===== src/rtl/nx_bit_scan.sv =====
`default_nettype none
// +----------------------------------------------------------------------------+
// | nx_bit_scan : walks a held mask and emits one set-bit index per beat.       |
// | Revision    : 1.0                                                           |
// +----------------------------------------------------------------------------+

module nx_clz #(
   parameter int WIDTH         = 8,
   parameter bit REVERSE_INPUT = 1'b0,
   parameter int CNT_W         = $clog2(WIDTH) + 1
) (
   input  logic [WIDTH-1:0] data_i,
   output logic [CNT_W-1:0] cnt_o
);

   logic [WIDTH-1:0] reversed;
   logic [WIDTH-1:0] scan_vec;

   for (genvar g = 0; g < WIDTH; g++) begin : g_rev
      assign reversed[g] = data_i[WIDTH-1-g];
   end

   assign scan_vec = REVERSE_INPUT ? reversed : data_i;

   // Walking upward lets the highest set bit overwrite any lower one.
   always_comb begin
      cnt_o = CNT_W'(WIDTH);
      for (int i = 0; i < WIDTH; i++) begin
         if (scan_vec[i]) begin
            cnt_o = CNT_W'(WIDTH - 1 - i);
         end
      end
   end

endmodule

module nx_bit_scan #(
   parameter int WIDTH     = 8,
   parameter bit REVERSE   = 1'b0,
   parameter int IDX_WIDTH = $clog2(WIDTH)
) (
   input  logic                 clk_i,
   input  logic                 rstn_i,
   input  logic [WIDTH-1:0]     in_mask_i,
   input  logic                 in_valid_i,
   output logic                 in_ready_o,
   output logic [IDX_WIDTH-1:0] out_index_o,
   output logic [IDX_WIDTH:0]   out_ordinal_o,
   output logic                 out_empty_o,
   output logic                 out_last_o,
   output logic                 out_valid_o,
   input  logic                 out_ready_i
);

   typedef enum logic [0:0] {
      S_IDLE = 1'b0,
      S_SCAN = 1'b1
   } state_t;

   localparam logic [IDX_WIDTH:0] MSB_POS = (IDX_WIDTH + 1)'(WIDTH - 1);

   state_t               state_q, state_d;
   logic [WIDTH-1:0]     residual_q, residual_d;
   logic [IDX_WIDTH:0]   ordinal_q, ordinal_d;

   logic [IDX_WIDTH:0]   clz_cnt;
   logic [IDX_WIDTH:0]   idx_full;
   logic                 idx_msb_unused;
   logic [IDX_WIDTH-1:0] scan_idx;
   logic                 res_empty;
   logic                 res_one_hot;
   logic                 in_scan;
   logic                 beat_last;
   logic                 out_fire;
   logic                 in_fire;

   nx_clz #(
      .WIDTH         (WIDTH),
      .REVERSE_INPUT (REVERSE),
      .CNT_W         (IDX_WIDTH + 1)
   ) u_clz (
      .data_i (residual_q),
      .cnt_o  (clz_cnt)
   );

   // Subtract at full width, then drop the top bit; residual is non-zero whenever this is used.
   assign idx_full       = REVERSE ? clz_cnt : (MSB_POS - clz_cnt);
   assign scan_idx       = idx_full[IDX_WIDTH-1:0];
   assign idx_msb_unused = idx_full[IDX_WIDTH];

   assign res_empty   = (residual_q == '0);
   assign res_one_hot = !res_empty && ((residual_q & (residual_q - 1'b1)) == '0);
   assign in_scan     = (state_q == S_SCAN);
   assign beat_last   = res_empty || res_one_hot;

   assign out_valid_o   = in_scan;
   assign out_empty_o   = in_scan && res_empty;
   assign out_last_o    = in_scan && beat_last;
   assign out_index_o   = (in_scan && !res_empty) ? scan_idx : '0;
   assign out_ordinal_o = in_scan ? ordinal_q : '0;

   assign out_fire   = in_scan && out_ready_i;
   // Ready reaches back combinationally so a new mask can follow the last beat without a bubble.
   assign in_ready_o = !in_scan || (beat_last && out_ready_i);
   assign in_fire    = in_valid_i && in_ready_o;

   always_comb begin
      state_d    = state_q;
      residual_d = residual_q;
      ordinal_d  = ordinal_q;
      if (out_fire) begin
         residual_d = residual_q & ~(WIDTH'(1) << scan_idx);
         ordinal_d  = ordinal_q + 1'b1;
         if (beat_last) begin
            state_d = S_IDLE;
         end
      end
      if (in_fire) begin
         state_d    = S_SCAN;
         residual_d = in_mask_i;
         ordinal_d  = '0;
      end
   end

   always_ff @(posedge clk_i or negedge rstn_i) begin
      if (!rstn_i) begin
         state_q    <= S_IDLE;
         residual_q <= '0;
         ordinal_q  <= '0;
      end else begin
         state_q    <= state_d;
         residual_q <= residual_d;
         ordinal_q  <= ordinal_d;
      end
   end

endmodule
`default_nettype wire

===== config.mk =====
export PLATFORM = sky130hd
export DESIGN_NAME = nx_bit_scan
export DESIGN_NICKNAME = d
export VERILOG_FILES = /design/src/rtl/nx_bit_scan.sv
export SDC_FILE = /design/constraint.sdc
export NUM_CORES = 1
export LEC_CHECK = 0
export BUFFER_PORTS_ARGS = -buffer_cell sky130_fd_sc_hd__clkbuf_2
export CAP_MARGIN = 10
export CORE_UTILIZATION = 55
export CTS_CLUSTER_DIAMETER = 40
export DETAILED_ROUTE_END_ITERATION = 10
export PLACE_DENSITY = 0.79
export REMOVE_ABC_BUFFERS = 1
export SYNTH_ARGS = -nofsm -noshare
export SYNTH_HDL_FRONTEND = slang
export SYNTH_HIERARCHICAL = 1
export SYNTH_SLANG_ARGS = --single-unit

===== constraint.sdc =====
create_clock -name clk_i -period 2.5 [get_ports clk_i]
set_input_delay 0.5 -clock clk_i [delete_from_list [all_inputs] [get_ports clk_i]]
set_output_delay 0.5 -clock clk_i [all_outputs]
set_load 0.01 [all_outputs]

==> out/qor.yml, run 1 <==
crit_start: "residual_q[4]$_DFFE_PN0P_"
period_share_pct: 95.0
fp.coreArea_um2: 2000
core.rowCount: 16
finalPower_mw: 1.27
hold_buffers: 0
drv_slew: 0
grt_max_degree: 21
synth_cells: 149
fin_crit_ps: 2380
numCtsBuffers: 3
dp.cells: 193
timing.rr.end: "ordinal_q[3]$_DFFE_PN0P_"
cts_tree: "yes"
clock_latency_ps: 270
n_fill_cell: 160
overflow: 0
gp_congestion: 0.844
fmax_ghz: 0.421
die_h_um: 48.5
end_kind: "primary output"
crit_fanout: 4
stdcell_area_um2: 1440
start_util_pct: 59.3
setup_slack_ps: 124
place_area_um2: 1310
vias_per_cell: 5.92
routed_wl_um: 2990
ff2ff_setup_slack_ps: 380
rsz0062_at_grt: "no"
r2r_start: "residual_q[4]$_DFFE_PN0P_"
clock_sinks: 13
final_cells: 206
syn_area_um2: 1190
vdd_ir_drop_max_v: 0.000576
dieWidth_um: 48.5
clock_skew_ps: 2.49
finalSetupTns_ps: 0
drt-wirelength-per-cell_um: 14.5
diodes: 0
reg2reg_depth: 7
arrival_ps: 1880
critPathRequiredTime_ps: 2000
io_buffer_count: 22
hold_viol_final: 0
syn_area_per_cell_um2: 7.97
drtPass1Iterations: 4
grt_usage_pct: 26.9
yosysWarnings: 6
clkTransAtPathRegs_ps: 70
final_nets: 193
area_delta_synth_final_pct: 21.2
cts_buffer_depth: 2
worstMarginPinSlew_ps: 556
preCtsSetupSlack_ps: 242
root_buffer: "clkbuf_4"
p_per_area_nw_per_um2: 882
setup_viol: 0
final_antenna_net_count: 0
die_area_um2: 2350
grt_pass1_vias: 1103
initialDrtViolationCount: 39
hpwl_um: 2000
max_cap_violations: 0
io_pins: 23
layout-drive-gt1-share_pct: 34.1
h-tree-depth: 1
leakagePower_nw: 0.604
worstSetupStartpointType: "flop"
hold_class: "input pin to asynchronous set/reset pin"
crit_type: "flop to primary output"
via_count: 1220
grt_antenna_before_repair: 0
slew-limit-headroom_pct: 63.0
grt_pass1_wl_um: 5000
drc: 0
status: "complete, no violations"
power breakdown:
| group | switching (mW) | total (mW) | internal, mW |
|---|---|---|---|
| Sequential | 0.161 | 0.455 | 0.294 |
| Clock | 0.0656 | 0.127 | 0.0619 |
| Combinational | 0.348 | 0.687 | 0.338 |
| Total | 0.575 | 1.27 | 0.694 |
flip-flops by register name (all words and copies together), names as in the netlist:
register,cells
ordinal_q,4
residual_q,8
out_valid_o,1
metal layers:
layer	routed length (um)	part of all wire, %	vias up	GRT usage [%]
li1	-	-	603	-
met1	1340	45	582	34.8
met2	1500	50	33	46.0
met3	135	4.5	2	5.66
met4	15	0.50	0	5.88
met5	0	0	-	0
area by class of cell:
cell class	count	area, um^2	share of cell area [%]
multi-input cells	120	815	56.6
repair buffers	35	208	14.4
flip-flops and latches	13	330	23.0
clock buffers	4	26.3	1.83
inverters	7	26.3	1.83
well taps	27	33.8	2.35
placed cells by master (no fill, tap or decap), drive strengths merged:
cell type	count
and2	4
nand4	1
o22ai	9
a21oi	14
a311oi	1
o22a	1
inv	7
or3	1
ha	1
o21bai	1
nor2b	2
buf	15
nand2b	4
or2	1
nor4	1
a21boi	1
a21o	3
nand2	21
clkbuf	24
mux2i	7
o21ai	13
o41ai	3
nor3	3
maj3	1
o31ai	2
dfrtp	13
a2bb2oi	1
nor2	10
mux2	4
nor3b	2
and3	2
nand3	2
a2111o	1
a211oi	3
per-stage QoR:
stage | hold slack, ps | utilization, %
2_1_floorplan | 204 | -
3_5_place_dp | 414 | 65.3
4_1_cts | 104 | 68.3
6_report | 108 | 71.9
3_3_place_gp | 407 | 65.3
5_1_grt | 121 | 71.9
worst max path at each step:
stage | slack [ps] | end | cells after the start
2_1_floorplan | 340 | in_ready_o | 5
3_3_place_gp | 290 | in_ready_o | 6
3_5_place_dp | 240 | in_ready_o | 6
4_1_cts | 10 | in_ready_o | 6
5_1_grt | 8 | in_ready_o | 6
6_report | 120 | out_last_o | 6
worst max-delay path, stage by stage (launching register included):
cell,delay [ps]
dfrtp_2,440
or3_4,400
or2_4,260
a21oi_2,110
a21oi_2,50
a211oi_2,180
buf_2,150
repair_timing:
item | in CTS | in global routing
buffers inserted | 4 | 5
endpoints found under the hold margin | 0 | 0
cloned | 0 | 0
pin swaps | 0 | 6
endpoints found under the setup margin | 2 | 5
resized for setup | 3 | 12
(Power assumes the default switching activity.)
==> run 2, diff against run 1 <==
--- a/config.mk
+++ b/config.mk
@@ -10,7 +10,7 @@
 export CORE_UTILIZATION = 55
 export CTS_CLUSTER_DIAMETER = 40
 export DETAILED_ROUTE_END_ITERATION = 10
-export PLACE_DENSITY = 0.79
+export PLACE_DENSITY = 0.87
 export REMOVE_ABC_BUFFERS = 1
 export SYNTH_ARGS = -nofsm -noshare
 export SYNTH_HDL_FRONTEND = slang
==> constraint.sdc (replaced) <==
create_clock -name clk_i -period 2.5 [get_ports clk_i]
set_input_delay 0.5 -clock clk_i [delete_from_list [all_inputs] [get_ports clk_i]]
set_output_delay 0.5 -clock clk_i [all_outputs]
set_load 0.1 [all_outputs]
==> out/qor.yml, run 2 (synthesis results as in run 1) <==
final_common_cell: "nand2_1"
core.rowCount: 16  # unchanged
n_fill_cell: 129  # -19%
switching_share_pct: 55.5  # +10 points
rsz0062_at_grt: "yes"
p_int_mw: 0.754  # +8.5%
crit_fanout: 5  # +1
cts_tree: "yes"
critPathRequiredTime_ps: 2000  # about the same
arrival_ps: 2050  # +170 ps
hold_viol_final: 0  # unchanged
setup_slack_ps: -47.2  # -171 ps
vdd_ir_drop_max_v: 0.000759  # +32%
p_per_area_nw_per_um2: 1090  # +24%
worstSetupStartpointType: "flop"
p_sw_mw: 0.938  # +63%
worstMarginPinSlew_ps: 539  # -16.6 ps
timing.rr.end: "residual_q[0]$_DFFE_PN0P_"
clock_latency_ps: 270  # about the same
largest_reg_flops: 8  # unchanged
die_h_um: 48.5  # unchanged
crit_type: "flop to primary output"
cp_cell_sequence: "or3_4 > or2_4 > a21oi_2 > a21oi_2 > a211oi_4 > buf_12"
max_cap_violations: 0  # unchanged
max_stage_delay_ps: 460  # +20 ps
leakagePower_nw: 0.644  # +6.6%
initialDrtViolationCount: 46  # +18%
grt_max_degree: 18  # -14%
dieWidth_um: 48.5  # unchanged
drv_slew: 0  # unchanged
die_area_um2: 2350  # unchanged
root_buffer: "clkbuf_4"
diodes: 0  # unchanged
grt_usage_pct: 30.6  # +3.8 points
clock_sinks: 13  # unchanged
hold_slack_ps: 119  # +10.6 ps
hpwl_um: 2220  # +11%
mostFrequentLayoutCells: "nand2_1, buf_4, clkbuf_2"
hold_buffers: 0  # unchanged
drtPass1Iterations: 4  # unchanged
fp.coreArea_um2: 2000  # unchanged
drt-wirelength-per-cell_um: 15.6  # +7.6%
regMostFlops: "residual_q"
pwr-share-seq_pct: 23.0  # -13 points
clkTransAtPathRegs_ps: 80  # about the same
final_antenna_net_count: 0  # unchanged
violations: "setup timing"
end_kind: "primary output"
io_pins: 23  # unchanged
status: "finished, violations left"
slew-limit-headroom_pct: 64.2  # +1.3 points
fin_crit_ps: 2550  # +171 ps
h-tree-depth: 1  # unchanged
numCtsBuffers: 3  # unchanged
drc: 0  # unchanged
final_nets: 198  # +2.6%
final_cells: 211  # +2.4%
clock_skew_ps: 2.88  # +0.393 ps
period_share_pct: 102  # +6.9 points
reg2reg_depth: 7  # unchanged
overflow: 0  # unchanged
hold_class: "input pin to asynchronous set/reset pin"
gp_congestion: 0.940  # +11%
seq_area_um2: 327  # -1.1%
cts_buffer_depth: 2  # unchanged
clkPwrFrac_pct: 7.7  # -2.3 points
grt_antenna_before_repair: 0  # unchanged
multiInputGateArea_um2: 835  # +2.5%
worst_path_max_delay_cell: "dfrtp_2"
comb_power_share_pct: 69.3  # +15 points
grt_pass1_wl_um: 5660  # +13%
setup_viol: 2  # +2
via_count: 1324  # +8.5%
area_delta_synth_final_pct: 30.5
start_util_pct: 59.3  # unchanged
crit_top_cell: "a21oi_2"
fmax_ghz: 0.393  # -6.7%
io_buffer_count: 22  # unchanged
ff2ff_setup_slack_ps: 350  # -30 ps
vias_per_cell: 6.27  # +6.0%
r2r_start: "residual_q[5]$_DFFE_PN0P_"
finalSetupTns_ps: -75.1  # -75.1 ps
grt_pass1_vias: 1296  # +17%
layout-drive-gt1-share_pct: 35.3  # +1.2 points
dp.cells: 200  # +3.6%
routed_wl_um: 3290  # +10%
finalPower_mw: 1.69  # +33%
[run 2: how the worst max path moves through the flow]
stage	startpoint	to	slack, ps	cells past startpoint
2_1_floorplan	out_valid_o$_DFFE_PN0P_	out_last_o	-1680	2
3_3_place_gp	residual_q[3]$_DFFE_PN0P_	in_ready_o	140	6
3_5_place_dp	residual_q[4]$_DFFE_PN0P_	in_ready_o	100	6
4_1_cts	residual_q[5]$_DFFE_PN0P_	in_ready_o	2	6
5_1_grt	residual_q[5]$_DFFE_PN0P_	out_last_o	-110	6
6_report	residual_q[5]$_DFFE_PN0P_	out_last_o	-50	6
[run 2: area by class of cell]
cell class                      instances  area share, %
Inverter                                7           1.70
Tap cell                               27           2.18
Clock buffer                            4           1.70
Multi-Input combinational cell        120           53.9
Sequential cell                        13           21.1
Timing Repair Buffer                   40           19.5
[run 2: power by group through the flow]
stage	logic, mW	registers [mW]	clock network, mW
2_1_floorplan	0.723	0.426	0
5_1_grt	1.25	0.403	0.146
4_1_cts	1.14	0.385	0.135
3_5_place_dp	1.04	0.394	0
6_report	1.17	0.389	0.131
3_3_place_gp	1.00	0.383	0
[run 2: worst max-delay path: cells and delay by family (launching register included)]
kind / cells / cell delay [ps]
buffers and inverters: 1 / 210
and+or+nand+nor: 2 / 640
AOI/OAI and AO/OA: 3 / 460
DFF: 1 / 460
[run 2: what timing repair did]
action	CTS	global route
setup buffers	5	2
endpoints found under the setup margin	5	6
gates resized for setup	18	1
pin swaps	4	2
[run 2: routing by layer]
metal	share of wire, %	GRT usage (%)	vias up
li1	-	-	613
met1	41	37.1	625
met2	49	53.5	70
met3	6.1	4.40	16
met4	3.2	14.2	0
met5	0	0	-
[run 2: metrics by stage]
step | setup WS [ps] | area, um^2 | utilization (%)
detailed placement | 97.6 | 1410 | 70.2
floorplan | -1680 | 1130 | -
finish | -47.2 | 1550 | 77.4
global placement | 141 | 1410 | 70.2
global route | -115 | 1550 | 77.4
CTS | 2.33 | 1530 | 76.4
